===== config.mk =====
export PLATFORM = sky130hd
export DESIGN_NAME = regfile_wb_arbiter_flat
export DESIGN_NICKNAME = d
export VERILOG_FILES = /design/src/rtl/regfile_wb_arbiter_pkg.sv /design/src/rtl/regfile_wb_arbiter_if.sv /design/src/rtl/regfile_wb_arbiter_rr_pick.sv /design/src/rtl/regfile_wb_arbiter.sv /design/src/flat_wrapper.sv
export SDC_FILE = /design/constraint.sdc
export NUM_CORES = 1
export LEC_CHECK = 0
export CORE_MARGIN = 2
export CORE_UTILIZATION = 45
export CTS_CLUSTER_DIAMETER = 80
export DETAILED_ROUTE_END_ITERATION = 10
export DONT_BUFFER_PORTS = 1
export GPL_ROUTABILITY_DRIVEN = 0
export HOLD_SLACK_MARGIN = 0.08
export SLEW_MARGIN = 5
export SYNTH_ARGS = -nofsm -noshare
export SYNTH_HDL_FRONTEND = slang
export SYNTH_SLANG_ARGS = --single-unit
export TNS_END_PERCENT = 100

===== constraint.sdc =====
create_clock -name clk -period 7.5 [get_ports clk]
set_clock_uncertainty 0.2 [all_clocks]
set_input_delay 1.125 -clock clk [delete_from_list [all_inputs] [get_ports clk]]
set_output_delay 1.125 -clock clk [all_outputs]
set_load 0.05 [all_outputs]

===== src/rtl/regfile_wb_arbiter_pkg.sv =====
// ----------------------------------------------------------------------------
// regfile_wb_arbiter_pkg
//   Shared definitions for the register-file writeback arbiter slice.
//   - Default sizing for the number of writeback sources and the
//     register index / data widths.
//   - Symbolic requester indices for the three standard sources.
//   - The hardwired-zero register index.
//   - A one-hot helper used by both the picker and anyone decoding grants.
// ----------------------------------------------------------------------------
package regfile_wb_arbiter_pkg;

    localparam int DEF_NUM_REQ = 3;
    localparam int DEF_ADDR_W  = 5;
    localparam int DEF_DATA_W  = 32;

    // Width of grant_id on the output stage; large enough for 8 requesters.
    localparam int GRANT_ID_W = 3;

    // Requester slot assignment on the shared write port.
    typedef enum logic [GRANT_ID_W-1:0] {
        REQ_ALU = 3'd0,
        REQ_MEM = 3'd1,
        REQ_SYS = 3'd2
    } req_id_e;

    // Writes to this index are accepted but never reach the register file.
    localparam logic [4:0] REG_ZERO = 5'd0;

    // One-hot of an index into an 8-bit vector; callers truncate to width.
    function automatic logic [7:0] onehot8(input logic [GRANT_ID_W-1:0] idx);
        logic [7:0] v;
        v      = '0;
        v[idx] = 1'b1;
        return v;
    endfunction

endpackage : regfile_wb_arbiter_pkg


===== src/rtl/regfile_wb_arbiter_if.sv =====
// ----------------------------------------------------------------------------
// regfile_wb_arbiter_if
//   Bundles the writeback request side and the register-file write side of
//   the arbiter.
//
//   Handshake: requester i offers a write by raising req_valid[i] with
//   req_reg/req_data slice i stable; the write is taken at the first posedge
//   where req_valid[i] and req_ready[i] are both high. A requester must not
//   drop valid or change its payload before that edge. req_ready is
//   combinational, one-hot or zero.
//
//   Signals
//     req_valid  [NUM_REQ]          per-requester write request
//     req_reg    [NUM_REQ*ADDR_W]   packed destinations, slice i*ADDR_W
//     req_data   [NUM_REQ*DATA_W]   packed data, slice i*DATA_W
//     req_ready  [NUM_REQ]          one-hot grant
//     write_reg  [ADDR_W]           register file write index
//     write_data [DATA_W]           register file write data
//     reg_write                     register file write enable
//     grant_id   [3]                requester whose write sits in the output stage
//     zero_drop                     pulse: accepted write to register 0 discarded
//     dbg_rr_ptr [3]                current round-robin start position
//
//   Modports
//     slave  - the arbiter
//     master - the requesters / register-file side environment
// ----------------------------------------------------------------------------
interface regfile_wb_arbiter_if
    import regfile_wb_arbiter_pkg::*;
#(
    parameter int NUM_REQ = DEF_NUM_REQ,
    parameter int ADDR_W  = DEF_ADDR_W,
    parameter int DATA_W  = DEF_DATA_W
);

    logic [NUM_REQ-1:0]        req_valid;
    logic [NUM_REQ*ADDR_W-1:0] req_reg;
    logic [NUM_REQ*DATA_W-1:0] req_data;
    logic [NUM_REQ-1:0]        req_ready;

    logic [ADDR_W-1:0]         write_reg;
    logic [DATA_W-1:0]         write_data;
    logic                      reg_write;
    logic [GRANT_ID_W-1:0]     grant_id;
    logic                      zero_drop;

    logic [GRANT_ID_W-1:0]     dbg_rr_ptr;

    modport slave (
        input  req_valid,
        input  req_reg,
        input  req_data,
        output req_ready,
        output write_reg,
        output write_data,
        output reg_write,
        output grant_id,
        output zero_drop,
        output dbg_rr_ptr
    );

    modport master (
        output req_valid,
        output req_reg,
        output req_data,
        input  req_ready,
        input  write_reg,
        input  write_data,
        input  reg_write,
        input  grant_id,
        input  zero_drop,
        input  dbg_rr_ptr
    );

endinterface : regfile_wb_arbiter_if


===== src/rtl/regfile_wb_arbiter_rr_pick.sv =====
// ----------------------------------------------------------------------------
// regfile_rr_pick
//   Purely combinational round-robin priority picker. Scans the valid vector
//   cyclically starting at rr_ptr and grants the first set bit.
//
//   Ports
//     valid     in  [NUM_REQ]  request vector
//     rr_ptr    in  [PTR_W]    highest-priority position this cycle
//     grant     out [NUM_REQ]  one-hot grant, zero when nothing is valid
//     grant_idx out [PTR_W]    encoded index of the granted bit (0 if none)
//     grant_any out            at least one request is valid
// ----------------------------------------------------------------------------
module regfile_rr_pick #(
    parameter int NUM_REQ = 3,
    parameter int PTR_W   = $clog2(NUM_REQ)
) (
    input  logic [NUM_REQ-1:0] valid,
    input  logic [PTR_W-1:0]   rr_ptr,
    output logic [NUM_REQ-1:0] grant,
    output logic [PTR_W-1:0]   grant_idx,
    output logic               grant_any
);

    always_comb begin
        int idx;
        grant     = '0;
        grant_idx = '0;
        grant_any = 1'b0;
        idx       = 0;
        for (int k = 0; k < NUM_REQ; k++) begin
            // Position k steps after the pointer, wrapped without a modulo
            // operator since both terms are below NUM_REQ.
            idx = int'(rr_ptr) + k;
            if (idx >= NUM_REQ) begin
                idx = idx - NUM_REQ;
            end
            if (!grant_any && valid[idx]) begin
                grant[idx] = 1'b1;
                grant_idx  = PTR_W'(idx);
                grant_any  = 1'b1;
            end
        end
    end

endmodule : regfile_rr_pick


===== src/rtl/regfile_wb_arbiter.sv =====
// ----------------------------------------------------------------------------
// regfile_wb_arbiter
//   Shares the single register-file write port among NUM_REQ writeback
//   sources (ALU, load return, syscall/HI-LO). One source is granted per
//   cycle in round-robin order; the winning write is registered and driven
//   to the register file, which commits it on the following posedge.
//   Writes targeting register 0 are accepted, then dropped with a zero_drop
//   pulse instead of reg_write.
//
//   Ports
//     clk  in   system clock, all state on posedge
//     rst  in   synchronous active-high reset
//     bus  slave modport of regfile_wb_arbiter_if (request + write sides)
//
//   The interface instance must be parameterised identically to this module.
// ----------------------------------------------------------------------------
module regfile_wb_arbiter
    import regfile_wb_arbiter_pkg::*;
#(
    parameter int NUM_REQ = DEF_NUM_REQ,
    parameter int ADDR_W  = DEF_ADDR_W,
    parameter int DATA_W  = DEF_DATA_W
) (
    input  logic                  clk,
    input  logic                  rst,
    regfile_wb_arbiter_if.slave   bus
);

    localparam int PTR_W = $clog2(NUM_REQ);

    // Round-robin start position; always in 0..NUM_REQ-1.
    logic [PTR_W-1:0]      rr_ptr;
    logic [PTR_W-1:0]      next_ptr;

    logic [NUM_REQ-1:0]    pick_grant;
    logic [PTR_W-1:0]      pick_idx;
    logic                  pick_any;
    logic                  transfer;

    logic [ADDR_W-1:0]     sel_reg;
    logic [DATA_W-1:0]     sel_data;

    // Output stage registers.
    logic [ADDR_W-1:0]     out_reg_q;
    logic [DATA_W-1:0]     out_data_q;
    logic                  out_we_q;
    logic [GRANT_ID_W-1:0] out_id_q;
    logic                  out_zero_q;

    regfile_rr_pick #(
        .NUM_REQ (NUM_REQ),
        .PTR_W   (PTR_W)
    ) u_pick (
        .valid     (bus.req_valid),
        .rr_ptr    (rr_ptr),
        .grant     (pick_grant),
        .grant_idx (pick_idx),
        .grant_any (pick_any)
    );

    // Ready is suppressed during reset so nothing is accepted in that cycle.
    // The picker only grants valid requesters, so any grant is a transfer.
    assign bus.req_ready = rst ? '0 : pick_grant;
    assign transfer      = pick_any && !rst;

    // Payload mux for the granted requester.
    always_comb begin
        sel_reg  = '0;
        sel_data = '0;
        for (int i = 0; i < NUM_REQ; i++) begin
            if (i == int'(pick_idx)) begin
                sel_reg  = bus.req_reg[i*ADDR_W +: ADDR_W];
                sel_data = bus.req_data[i*DATA_W +: DATA_W];
            end
        end
    end

    // Pointer moves to the slot after the winner, wrapping at NUM_REQ-1.
    always_comb begin
        if (int'(pick_idx) == NUM_REQ - 1) begin
            next_ptr = '0;
        end else begin
            next_ptr = pick_idx + PTR_W'(1);
        end
    end

    always_ff @(posedge clk) begin
        if (rst) begin
            rr_ptr     <= '0;
            out_reg_q  <= '0;
            out_data_q <= '0;
            out_we_q   <= 1'b0;
            out_id_q   <= '0;
            out_zero_q <= 1'b0;
        end else begin
            // Enables are single-cycle; index/data/id hold when idle.
            out_we_q   <= 1'b0;
            out_zero_q <= 1'b0;
            if (transfer) begin
                rr_ptr     <= next_ptr;
                out_reg_q  <= sel_reg;
                out_data_q <= sel_data;
                out_id_q   <= GRANT_ID_W'(pick_idx);
                out_we_q   <= (sel_reg != ADDR_W'(REG_ZERO));
                out_zero_q <= (sel_reg == ADDR_W'(REG_ZERO));
            end
        end
    end

    assign bus.write_reg  = out_reg_q;
    assign bus.write_data = out_data_q;
    assign bus.reg_write  = out_we_q;
    assign bus.grant_id   = out_id_q;
    assign bus.zero_drop  = out_zero_q;
    assign bus.dbg_rr_ptr = GRANT_ID_W'(rr_ptr);

endmodule : regfile_wb_arbiter

===== src/flat_wrapper.sv =====
// flat-port wrapper written by rule: the top's interface ports become plain ports
module regfile_wb_arbiter_flat import regfile_wb_arbiter_pkg::*;
#(
    parameter int NUM_REQ = DEF_NUM_REQ,
    parameter int ADDR_W  = DEF_ADDR_W,
    parameter int DATA_W  = DEF_DATA_W
)
  (clk, rst, bus_req_valid, bus_req_reg, bus_req_data, bus_req_ready, bus_write_reg, bus_write_data, bus_reg_write, bus_grant_id, bus_zero_drop, bus_dbg_rr_ptr);
  regfile_wb_arbiter_if #(.NUM_REQ(NUM_REQ), .ADDR_W(ADDR_W), .DATA_W(DATA_W)) bus_i ();
  input  logic clk;
  input  logic rst;
  input wire logic [$bits(bus_i.req_valid)-1:0] bus_req_valid;
  input wire logic [$bits(bus_i.req_reg)-1:0] bus_req_reg;
  input wire logic [$bits(bus_i.req_data)-1:0] bus_req_data;
  output wire logic [$bits(bus_i.req_ready)-1:0] bus_req_ready;
  output wire logic [$bits(bus_i.write_reg)-1:0] bus_write_reg;
  output wire logic [$bits(bus_i.write_data)-1:0] bus_write_data;
  output wire logic [$bits(bus_i.reg_write)-1:0] bus_reg_write;
  output wire logic [$bits(bus_i.grant_id)-1:0] bus_grant_id;
  output wire logic [$bits(bus_i.zero_drop)-1:0] bus_zero_drop;
  output wire logic [$bits(bus_i.dbg_rr_ptr)-1:0] bus_dbg_rr_ptr;
  assign bus_i.req_valid = bus_req_valid;
  assign bus_i.req_reg = bus_req_reg;
  assign bus_i.req_data = bus_req_data;
  assign bus_req_ready = bus_i.req_ready;
  assign bus_write_reg = bus_i.write_reg;
  assign bus_write_data = bus_i.write_data;
  assign bus_reg_write = bus_i.reg_write;
  assign bus_grant_id = bus_i.grant_id;
  assign bus_zero_drop = bus_i.zero_drop;
  assign bus_dbg_rr_ptr = bus_i.dbg_rr_ptr;
  regfile_wb_arbiter #(.NUM_REQ(NUM_REQ), .ADDR_W(ADDR_W), .DATA_W(DATA_W)) u_core (.clk(clk), .rst(rst), .bus(bus_i));
endmodule

* Word-level counts from Yosys, hierarchy flattened
Cells that the tools add are included.
** Word-level totals
- Word-level logic and storage cells :: 75
- Memory bits (writable) :: 0
- Memories :: 0
- Output and inout port bits :: 48
- Bits in latches :: 0
- Flip-flop bits (word level) :: 43
- Bits in read-only memories :: 0
** Operators by class
- Equality and inequality tests :: 3
- Magnitude comparators :: 9
- Reductions and logical operators :: 13
- Div/mod/pow operators :: 0
- Bitwise logic cells :: 3
- Add/subtract/negate cells :: 6
- Shift operators :: 0
- Multipliers :: 0
- Mux-type cells :: 35
** Operators by type and width (number)
- $mux 32 :: 6
- $ge 32x1->1 const B :: 3
- $lt 32x4->1 const B :: 3
- $mux 5 :: 3
- $mux 1 :: 12
- $mux 3 :: 4
- $mux 2 :: 4
- $sub 3x2->4 const B :: 2
- $bmux 1 s2 :: 3
- $demux 1 s2 :: 3
- $ge 3x2->1 const B :: 2
- $logic_and 1x1->1 :: 6
- $or 3x3->3 :: 2
- $logic_not 5->1 :: 1
- $reduce_bool 5->1 :: 1
- $eq 2x2->1 const A :: 2
- $add 2x1->3 const B :: 1
- $add 2x2->3 const B :: 1
- $logic_not 1->1 :: 3
- $sub 2x2->3 const B :: 1
- $add 2x1->2 const B :: 1
- $eq 2x2->1 const B :: 1
- $ge 2x2->1 const B :: 1
- $logic_not 2->1 :: 1
- other kinds (2) :: 2

* Longest topological paths before layout
- Depth after elaboration :: 17
- Gate-level depth with buffers :: 11

* Cells and area by module
A second synthesis with hierarchy kept.
** Second synthesis, totals
- Cells, all modules :: 323
- Area, all modules :: 2666.3 um^2
** By module, submodules not included
- regfile_wb_arbiter :: times used 1, area each 2284.7 um^2, cells each 271
- regfile_rr_pick :: times used 1, area each 381.6 um^2, cells each 52

* Least setup slack after synthesis
OpenSTA, ideal clock, no wires.
- Kind :: reg2out
- Start point :: register u_core.rr_ptr[0]
- End point :: output bus_req_ready[1]
- Path slack :: 3452 ps
- Data required time :: 6175 ps
- Arrival time :: 2723 ps
- Stages on the path, launching flop included :: 8
- Path through :: dfxtp_1 -> inv_1 -> ha_1 -> buf_2 -> o21ai_0 -> nand4b_2 -> clkbuf_1 -> a21oi_1
** On the way
- Word-level cells in the longest chain between the ends :: 13
** RTL lines
- start, declared :: RTL line regfile_wb_arbiter.sv:32 : logic [PTR_W-1:0] rr_ptr;
- start signal, assigned :: RTL line regfile_wb_arbiter.sv:100 : rr_ptr <= next_ptr;
- parallel branches: the longest is 11 deep, another holds $ge 32x1->1
- $mux 3 (*) :: RTL line regfile_wb_arbiter_rr_pick.sv:37 : if (!grant_any && valid[idx]) begin
- $mux 3 (*) :: RTL line regfile_wb_arbiter.sv:63 : assign bus.req_ready = rst ? '0 : pick_grant;
- end, declared :: RTL line flat_wrapper.sv:15 : output wire logic [$bits(bus_i.req_ready)-1:0] bus_req_ready;
Mark *: on every way between the ends. The select of a mux whose other input is x is not followed.

* Worst setup path in the final report
Same ends and word-level chain as after synthesis.

==> impl_metrics.tcl <==
set metrics [dict create \
    finalPower_mw 1.45 \
    synth_area_leader_cell "dfxtp_1" \
    vias 2382 \
    synth_top_flop_cell "dfxtp_1" \
    cp_data_arrival_time_ns 3.35 \
    syn2layout_area_growth_pct 2.44 \
    reg2reg_depth 8 \
    syn_inst 321 \
    clk_latency_ns 0.30 \
    port_buffers 0 \
    yosys-top-cells-count "dfxtp_1, nand2_1, o21ai_0, nand3_1, nor2_1" \
    post-cts-setup-buffers 0 \
    ys_async_sr_fraction_pct 0 \
    swShare_pct 56.5 \
    cts_buffers 5 \
    initial_core_util_pct 46.3 \
    grt_max_degree 40 \
    finalWirelength_um 7360 \
    drc_errors 0 \
    synth_enable_flop_cells 0 \
    yosysUniqueCellTypes 43 \
    nets 419 \
    fp.dieW_um 78.8 \
    synth_area_per_cell_um2 7.84 \
    cp-end-kind "output pin" \
    wl_per_cell_um 19.8 \
    worstPathMaxFanout 17 \
    placed_area_mm2 0.00247 \
    cts-root-buf "clkbuf_8" \
    tightest_slew_ns 1.10 \
    p_comb_share_pct 42.0 \
    die-height_um 78.8 \
    fin_setup_tns_ns 0 \
    design.core.area_mm2 0.00544 \
    reg2reg_slack_ns 3.73 \
    antenna_found_initial 0 \
    ys_seq_area_share_pct 34.2 \
    postCtsHoldBufs 0 \
    synth.most_common_cell "dfxtp_1" \
    drtIter0Drc 75 \
    timing.rr.end "u_core.bus.write_data[8]" \
    synthTopCellsByArea "dfxtp_1, a221oi_1, a211oi_1" \
    holdPathEnd "u_core.bus.write_data[8]" \
    synth.top_cell.area_share_pct 34.2 \
    fillers 557 \
    setup_viol_count_final 0 \
    post-place-ws_ns 3.18 \
    final_max_slew_viol_count 0 \
    power_density_mw_per_mm2 563 \
    hp-class "flop to flop" \
    min_path_cells 2 \
    fmax_mhz 214 \
    reg2reg_from "u_core.rr_ptr[0]" \
    diodes 0 \
    slew_headroom_pct 26.6 \
    clock_tree.buffer_depth 2 \
    seqPwrFrac_pct 46.5 \
    vdd_ir_drop_max_mv 0.271 \
    max_cap_viol_count 0 \
    post_cts_resized 0 \
    first_pass_iters 4 \
    hold_viol 0 \
    fin_ws_ns 2.83 \
    die-area_mm2 0.00621 \
    grt_pass1_vias 2335 \
    drive_above_1_share_pct 6.67 \
    clkTransAtPathRegs_ns 0.08 \
    grt_overflow 0 \
    grt_usage_pct 23.1 \
    switchingPower_uw 821 \
    fin_area_mm2 0.00258 \
    htreeDepth 2 \
    cts_tree "built" \
    antenna_left 0 \
    required_ns 6.17 \
    p_int_uw 631 \
    grt_pass1_wl_um 11500 \
    critPathLaunchType "flop" \
    period_needed_ns 4.67 \
    yosysWarnings 0 \
    viasPerCell 6.40 \
    boundaryPins 164 \
    hp-start "u_core.bus.write_data[8]" \
    power.leakage_nw 0.937 \
    syn_area_mm2 0.00252 \
    run_status "complete, no violations" \
    ys_seq_elements 43 \
    num_rows 27 \
    post-dp-hpwl_um 4990 \
    clock-sinks 43 \
    largest_reg_flops 32 \
    rsz0062_at_grt "no" \
    pwr-share-clk_pct 11.5 \
    final.period_utilization_pct 62.3 \
    criticalPathCategory "flop to output pin" \
]
[layout make-up]
type / count / area [µm²] / area share (%)
Inverter: 4 / 15.0 / 0.583
Clock inverter: 1 / 7.51 / 0.291
Tap cell: 72 / 90.1 / 3.50
Timing Repair Buffer: 2 / 15.0 / 0.583
Multi-Input combinational cell: 243 / 1490 / 57.9
Clock buffer: 7 / 96.3 / 3.74
Sequential cell: 43 / 861 / 33.4
[power groups by stage]
stage	Combinational [mW]	Clock [mW]	Sequential, mW
global placement	0.599	0	0.681
finish	0.609	0.168	0.675
detailed placement	0.612	0	0.683
global route	0.689	0.183	0.686
CTS	0.613	0.173	0.677
floorplan	0.533	0	0.664
[how the worst max path moves through the flow]
| stage | to | slack [ns] | from | depth (start not counted) |
|---|---|---|---|---|
| 6_report | bus_req_ready[1] | 2.83 | u_core.rr_ptr[0] | 5 |
| 5_1_grt | bus_req_ready[1] | 2.68 | u_core.rr_ptr[0] | 5 |
| 4_1_cts | bus_req_ready[1] | 2.84 | u_core.rr_ptr[0] | 5 |
| 3_5_place_dp | bus_req_ready[1] | 3.18 | u_core.rr_ptr[0] | 5 |
| 3_3_place_gp | bus_req_ready[1] | 3.26 | u_core.rr_ptr[0] | 5 |
| 2_1_floorplan | bus_req_ready[1] | 3.45 | u_core.rr_ptr[0] | 7 |
[layout by cell type, fill, tap and decap left out, types with 2 or more instances in the layout]
cell / instances
o21a_1: 8
buf_4: 2
o21ai_1: 3
o21ai_0: 30
nand2_1: 33
nor2_1: 26
inv_1: 3
or2_2: 2
and3_1: 12
conb_1: 2
mux2i_1: 3
nand3_1: 28
dfxtp_1: 43
a21oi_1: 11
and4b_1: 2
clkbuf_8: 7
a221oi_1: 19
nand3b_1: 4
ha_1: 4
o22a_1: 2
o221ai_1: 5
a211oi_1: 20
o211ai_1: 12
[critical path, stage by stage (launching register included)]
cell,delay [ns]
dfxtp_1,0.71
inv_1,0.14
ha_1,0.45
o21ai_0,0.30
nand4b_2,0.48
a21oi_1,0.97
[routing by layer]
layer,vias up,share of wire (%),global-route usage [%]
met5,-,0,0
met4,0,1.5,9.30
met3,9,8.7,6.82
met2,97,48,37.9
met1,1126,42,28.4
li1,1150,-,-
[kinds of logic (layout without fill, tap and decap cells)]
kind of cell,after synthesis,in the layout,synth area share (%)
AND/OR/NAND/NOR,117,117,23.1
flip-flops,43,43,34.2
other,1,2,0.149
buffers and inverters,36,14,7.06
AO/OA/AOI/OAI,117,117,32.3
multiplexers,3,3,1.19
adder cells (fa/ha/maj),4,4,1.99
[per-stage QoR]
stage                     std cells  utilization, %  hold slack [ns]
after floorplan                 322               -            0.471
after global placement          364            45.5            0.480
after detailed placement        364            45.5            0.485
after CTS                       372            47.4            0.501
after global routing            372            47.4            0.533
final                           372            47.4            0.499
Power figures use the tool's default switching activity.
